<file path="config.mk">
export PLATFORM = sky130hd
export DESIGN_NAME = npu_sram_arbiter
export DESIGN_NICKNAME = d
export VERILOG_FILES = /design/src/rtl/npu_sram_pkg.sv /design/src/rtl/npu_rr_pick.sv /design/src/rtl/npu_sram_arbiter.sv
export SDC_FILE = /design/constraint.sdc
export NUM_CORES = 1
export LEC_CHECK = 0
export ABC_AREA = 1
export BUFFER_PORTS_ARGS = -buffer_cell sky130_fd_sc_hd__buf_2
export CAP_MARGIN = 20
export CORE_ASPECT_RATIO = 0.7
export CORE_UTILIZATION = 43
export DETAILED_ROUTE_END_ITERATION = 6
export PLACE_DENSITY = 0.89
export SETUP_SLACK_MARGIN = 0.05
export SLEW_MARGIN = 10
export SYNTH_ARGS = -nofsm -noshare
export SYNTH_HDL_FRONTEND = slang
export SYNTH_SLANG_ARGS = --single-unit
export TNS_END_PERCENT = 5
</file>
<file path="constraint.sdc">
create_clock -name clk -period 3.9 [get_ports clk]
set_input_delay 0.39 -clock clk [delete_from_list [all_inputs] [get_ports clk]]
set_output_delay 0.39 -clock clk [all_outputs]
set_load 0.02 [all_outputs]
</file>
<file path="src/rtl/npu_sram_pkg.sv">
// Shared definitions for the NPU scratch-SRAM port arbiter.
package npu_sram_pkg;

  localparam int NPU_AW = 12;
  localparam int NPU_DW = 16;

  typedef enum logic {
    S_IDLE  = 1'b0,
    S_GRANT = 1'b1
  } arb_state_e;

  // Converts a one-hot vector (up to 8 requesters) into its bit index.
  function automatic logic [2:0] onehot_to_idx(input logic [7:0] oh);
    logic [2:0] idx;
    idx = '0;
    for (int i = 0; i < 8; i++) begin
      if (oh[i]) idx = idx | 3'(i);
    end
    return idx;
  endfunction

endpackage

</file>
<file path="src/rtl/npu_rr_pick.sv">
// Combinational round-robin picker: first eligible request at or after start.
import npu_sram_pkg::*;

module npu_rr_pick #(
  parameter int N  = 4,
  parameter int IW = 2
) (
  input  logic [N-1:0]  req,
  input  logic [IW-1:0] start,
  input  logic [N-1:0]  excl,
  output logic [N-1:0]  win,
  output logic          found
);

  logic [N-1:0] elig;

  assign elig = req & ~excl;

  // Index start+k wrapped into 0..N-1 (start is always below N).
  function automatic logic [IW-1:0] wrap_idx(input logic [IW-1:0] s, input int k);
    int sum;
    sum = int'(s) + k;
    if (sum >= N) sum = sum - N;
    return IW'(sum);
  endfunction

  // Scan N positions starting at start and take the first eligible one.
  always_comb begin
    win   = '0;
    found = 1'b0;
    for (int k = 0; k < N; k++) begin
      if (!found && elig[wrap_idx(start, k)]) begin
        win[wrap_idx(start, k)] = 1'b1;
        found = 1'b1;
      end
    end
  end

endmodule

</file>
<file path="src/rtl/npu_sram_arbiter.sv">
// Round-robin arbiter sharing one SRAM port between NREQ single-beat masters,
// with lock-based bursts bounded by a hold limit when others are waiting.
import npu_sram_pkg::*;

module npu_sram_arbiter #(
  parameter int NREQ     = 4,
  parameter int AW       = NPU_AW,
  parameter int DW       = NPU_DW,
  parameter int MAX_HOLD = 16
) (
  input  logic                    clk,
  input  logic                    reset_n,
  input  logic [NREQ-1:0]         req_valid,
  output logic [NREQ-1:0]         req_ready,
  input  logic [NREQ-1:0]         req_write,
  input  logic [NREQ-1:0]         req_lock,
  input  logic [NREQ*AW-1:0]      req_addr,
  input  logic [NREQ*(DW/8)-1:0]  req_be,
  input  logic [NREQ*DW-1:0]      req_wdata,
  output logic [NREQ-1:0]         rsp_valid,
  output logic [DW-1:0]           rsp_data,
  output logic                    sram_chipselect,
  output logic                    sram_write,
  output logic [AW-1:0]           sram_address,
  output logic [(DW/8)-1:0]       sram_byteenable,
  output logic [DW-1:0]           sram_writedata,
  output logic                    sram_clken,
  input  logic [DW-1:0]           sram_readdata
);

  localparam int BEW = DW / 8;
  localparam int IW  = (NREQ > 1) ? $clog2(NREQ) : 1;
  localparam int HW  = (MAX_HOLD > 1) ? $clog2(MAX_HOLD) : 1;
  localparam logic [HW-1:0] HOLD_LAST = HW'(MAX_HOLD - 1);

  arb_state_e      state, state_d;
  logic [NREQ-1:0] grant, grant_d;
  logic [IW-1:0]   rr_ptr, rr_ptr_d;
  logic [HW-1:0]   hold_cnt, hold_cnt_d;
  logic [NREQ-1:0] rsp_valid_d;

  logic            g_valid, g_write, g_lock;
  logic [AW-1:0]   g_addr;
  logic [BEW-1:0]  g_be;
  logic [DW-1:0]   g_wdata;

  logic            fire, other_valid, hold_hit, rel_grant, load;
  logic [7:0]      grant_ext, win_ext;
  logic [IW-1:0]   pick_start;
  logic [NREQ-1:0] pick_excl, pick_win;
  logic            pick_found;

  // Position after index w, wrapped to 0..NREQ-1.
  function automatic logic [IW-1:0] next_idx(input logic [2:0] w);
    int n;
    n = int'(w) + 1;
    if (n >= NREQ) n = 0;
    return IW'(n);
  endfunction

  // Select the granted requester's beat fields (grant is one-hot or zero).
  always_comb begin
    g_valid = 1'b0;
    g_write = 1'b0;
    g_lock  = 1'b0;
    g_addr  = '0;
    g_be    = '0;
    g_wdata = '0;
    for (int i = 0; i < NREQ; i++) begin
      if (grant[i]) begin
        g_valid = req_valid[i];
        g_write = req_write[i];
        g_lock  = req_lock[i];
        g_addr  = req_addr[i*AW +: AW];
        g_be    = req_be[i*BEW +: BEW];
        g_wdata = req_wdata[i*DW +: DW];
      end
    end
  end

  assign fire        = g_valid;
  assign other_valid = |(req_valid & ~grant);
  assign hold_hit    = (hold_cnt == HOLD_LAST) && other_valid;
  assign rel_grant   = (fire && !g_lock) || (!g_valid && !g_lock) || hold_hit;

  // Picker setup: from rr_ptr when idle, otherwise just after the current
  // owner, dropping the owner entirely when it is being forced off.
  always_comb begin
    grant_ext             = '0;
    grant_ext[NREQ-1:0]   = grant;
    pick_start            = rr_ptr;
    pick_excl             = '0;
    if (state == S_GRANT) begin
      pick_start = next_idx(onehot_to_idx(grant_ext));
      if (hold_hit) pick_excl = grant;
    end
  end

  npu_rr_pick #(
    .N  (NREQ),
    .IW (IW)
  ) u_pick (
    .req   (req_valid),
    .start (pick_start),
    .excl  (pick_excl),
    .win   (pick_win),
    .found (pick_found)
  );

  // Next-state logic: grant, round-robin pointer and hold counter.
  always_comb begin
    state_d           = state;
    grant_d           = grant;
    rr_ptr_d          = rr_ptr;
    hold_cnt_d        = hold_cnt;
    load              = 1'b0;
    win_ext           = '0;
    win_ext[NREQ-1:0] = pick_win;
    case (state)
      S_IDLE: begin
        if (|req_valid) load = pick_found;
      end
      S_GRANT: begin
        if (rel_grant) begin
          if (pick_found) begin
            load = 1'b1;
          end else begin
            state_d = S_IDLE;
            grant_d = '0;
          end
        end else if (hold_cnt != HOLD_LAST) begin
          hold_cnt_d = hold_cnt + HW'(1);
        end
      end
      default: begin
        state_d = S_IDLE;
        grant_d = '0;
      end
    endcase
    if (load) begin
      state_d    = S_GRANT;
      grant_d    = pick_win;
      rr_ptr_d   = next_idx(onehot_to_idx(win_ext));
      hold_cnt_d = '0;
    end
  end

  // A read beat flags its owner's response for exactly the following cycle.
  always_comb begin
    rsp_valid_d = '0;
    if (fire && !g_write) rsp_valid_d = grant;
  end

  // State registers, cleared asynchronously so in-flight responses are lost.
  always_ff @(posedge clk or negedge reset_n) begin
    if (!reset_n) begin
      state     <= S_IDLE;
      grant     <= '0;
      rr_ptr    <= '0;
      hold_cnt  <= '0;
      rsp_valid <= '0;
    end else begin
      state     <= state_d;
      grant     <= grant_d;
      rr_ptr    <= rr_ptr_d;
      hold_cnt  <= hold_cnt_d;
      rsp_valid <= rsp_valid_d;
    end
  end

  assign req_ready       = grant;
  assign sram_chipselect = fire;
  assign sram_write      = fire & g_write;
  assign sram_address    = g_addr;
  assign sram_byteenable = g_write ? g_be : {BEW{1'b1}};
  assign sram_writedata  = g_wdata;
  assign sram_clken      = 1'b1;
  assign rsp_data        = sram_readdata;

endmodule

</file>
==> out/metrics.cfg <==
[sta]
tns_ns=0
relSlewSlack_pct=59.1
fin_hold_ws_ns=0.0323
rsz0062_at_grt=no
drv_slew=0
hold_viol_final=0
finalClockSkew_ns=0.00353
period_share_pct=72.8
worst_slew_pin_slew_ns=0.614
max_freq_ghz=0.352
setup_viol=0
min_period_ns=2.84

[grt]
first_global_vias=2840
track_usage_pct=30.5
grt_remaining_overflow=0
grt_pass1_wl_mm=14.2
antenna_found_initial=0
grt_max_degree=67

[run]
cap_violations=0

[clock_tree]
clock_path_buffers=2
cts_buffers=3
clk_latency_ns=0.25
cts_tree=built
post_cts_resized=0
hold_buffers=0
htreeDepth=1
post-cts-setup-buffers=0
root_buffer=clkbuf_8
clkSlewWorstSetupHoldPaths_ns=0.06
cts_sinks=15

[route]
num_vias=3199
vias_per_cell=5.55
wl_per_cell_um=16.1
drc=0
drt_iter0_markers=194
drtAntennaViolNets=0
wl_mm=9.29
first_pass_iters=5

[yosys]
synth_top_area_share_pct=15.4
synth_top_family_by_area=simple AND/OR/NAND/NOR gates
syn_nets=523
synth-edff-count=0
yosys.area_share.adder_pct=4.63
yosysWarnings=0
synth_ff_type=dfrtp_1
synth.area.top_cells=dfrtp_1 15%, nand2_1 13%, a221oi_1 11%
netlist_instances=364
syn_area_mm2=0.00243
synth_mux_area_share_pct=0.463
avgSynthCellArea_um2=6.68
ys_seq_elements=15
synth_compound_area_share_pct=25.8
yosysTopAreaCell=dfrtp_1
synth_xor_area_share_pct=1.08
async_flop_share_pct=100
yosysUniqueCellTypes=43
seq_area_frac_synth_pct=15.4
synthSimpleGateAreaFrac_pct=37.3

[worst_setup_path]
arrival_ns=2.45
slowest_delay_ns=0.43
required_ns=3.51
critPathKind=flip-flop to output pin
cp_top_family=buffers and inverters
start_kind=flip-flop
cpMaxStageDelayCell=inv_2
crit_buf_inv=5
end_kind=output pin
cp_cell_sequence=inv_6 -> nand2_1 -> inv_2 -> nand2_1 -> a21oi_1 -> inv_1 -> a31oi_1 -> inv_1 -> a21oi_1 -> o31ai_1 -> buf_2
worstPathMaxFanout=33

[place]
place.gp.congestion=1.02
placed_area_mm2=0.00317
hpwl_mm=7.45
io_buffers=173

[run_status]
status=finished clean

[cells_and_area]
diodes=0
mostFrequentLayoutCell=buf_2
final_cell_mix=173 x buf_2, 82 x nand2_1, 47 x nor2_1, 30 x a221oi_1, 30 x o31ai_1
final_layout_size_suffix_gt1_share_pct=45.0
syn_to_final_growth_pct=32.4
postLayoutCellArea_mm2=0.00322
nNetsFinal=664

[power_and_ir_drop]
powerDensity_mw_per_mm2=790
p_int_mw=0.971
pwr-share-clk_pct=4.9
switching_share_pct=61.8
power_leakage_nw=1.73
switchingPower_mw=1.57
p_seq_share_pct=9.2
pwr-share-comb_pct=85.9
vdd_drop_max_uv=543

[floorplanning]
die_x_um=91.8
core_mm2=0.00534
rows=22
die_h_um=64.9
start_util_pct=45.5
dieArea_mm2=0.00596
io_pins=207

[worst_hold_path]
hp-class=primary input to async pin

## per-stage QoR
step | utilization, % | setup slack, ns | power (mW) | instances
4_1_cts | 60.3 | 1.06 | 2.54 | 576
5_1_grt | 60.3 | 0.808 | 2.75 | 576
3_5_place_dp | 59.4 | 1.34 | 2.40 | 572
2_1_floorplan | - | 1.47 | 1.83 | 364
6_report | 60.3 | 1.06 | 2.54 | 576
3_3_place_gp | 59.4 | 1.39 | 2.37 | 572
## logic make-up after synthesis
kind of cell,after synthesis
flops,15
simple gates,184
xor+xnor,3
buf+inv,71
fa+ha+maj,9
compound gates,80
other cells,1
mux,1
## final timing paths
kind,startpoint,endpoint,slack [ns],depth (start not counted)
hold reg to reg,rr_ptr[0]$_DFFE_PN0P_,rr_ptr[0]$_DFFE_PN0P_,0.49,2
hold / removal,reset_n,req_ready[2]$_DFFE_PN0P_,0.03,1
setup / recovery,req_ready[1]$_DFFE_PN0P_,sram_byteenable[1],1.06,11
min in group clk,req_valid[3],rsp_valid[3]$_DFF_PN0_,0.46,3
max in group asynchronous,reset_n,req_ready[3]$_DFFE_PN0P_,3.60,1
setup reg to reg,req_ready[1]$_DFFE_PN0P_,rr_ptr[1]$_DFFE_PN0P_,1.34,15
## routing by layer
layer | global-route usage (%) | routed length, um
met5 | 0 | 0
met2 | 51.8 | 4390
met1 | 38.4 | 3700
met3 | 5.40 | 814
met4 | 12.7 | 378
## area by class of cell
| cell class | instances | area, um2 |
|---|---|---|
| clock inverter | 1 | 5.00 |
| fill | 527 | 2120 |
| timing repair buffer | 176 | 888 |
| clock buffer | 3 | 41.3 |
| sequential | 15 | 377 |
| inverter | 31 | 129 |
| tap | 72 | 90.1 |
| multi-input combinational | 278 | 1690 |
## cells in the mapped netlist (2+ instances only)
cell      number
a21oi_1        5
a221oi_1      30
buf_4         17
buf_6          3
clkbuf_1      19
dfrtp_1       15
ha_1           9
inv_1         18
inv_2          8
inv_4          3
nand2_1       82
nand2_2       11
nand3_1       17
nand3_2        9
nand3_4        2
nand4_1        4
nor2_1        47
nor2_2         3
o211ai_1       2
o21ai_0        5
o21ai_4        2
o22ai_1        2
o31ai_1       30
xor2_1         2
## power by group through the flow
stage,Sequential (mW),Clock [mW],Combinational [mW]
floorplan,0.253,0,1.57
global placement,0.234,0,2.14
detailed placement,0.234,0,2.16
CTS,0.233,0.127,2.18
global route,0.238,0.134,2.38
finish,0.233,0.124,2.18
## flip-flops by register name, indices dropped and copies added (netlist names)
register   flops
hold_cnt       4
req_ready      4
rsp_valid      4
rr_ptr         2
state          1
No activity file was read; power rests on OpenSTA's default activity.
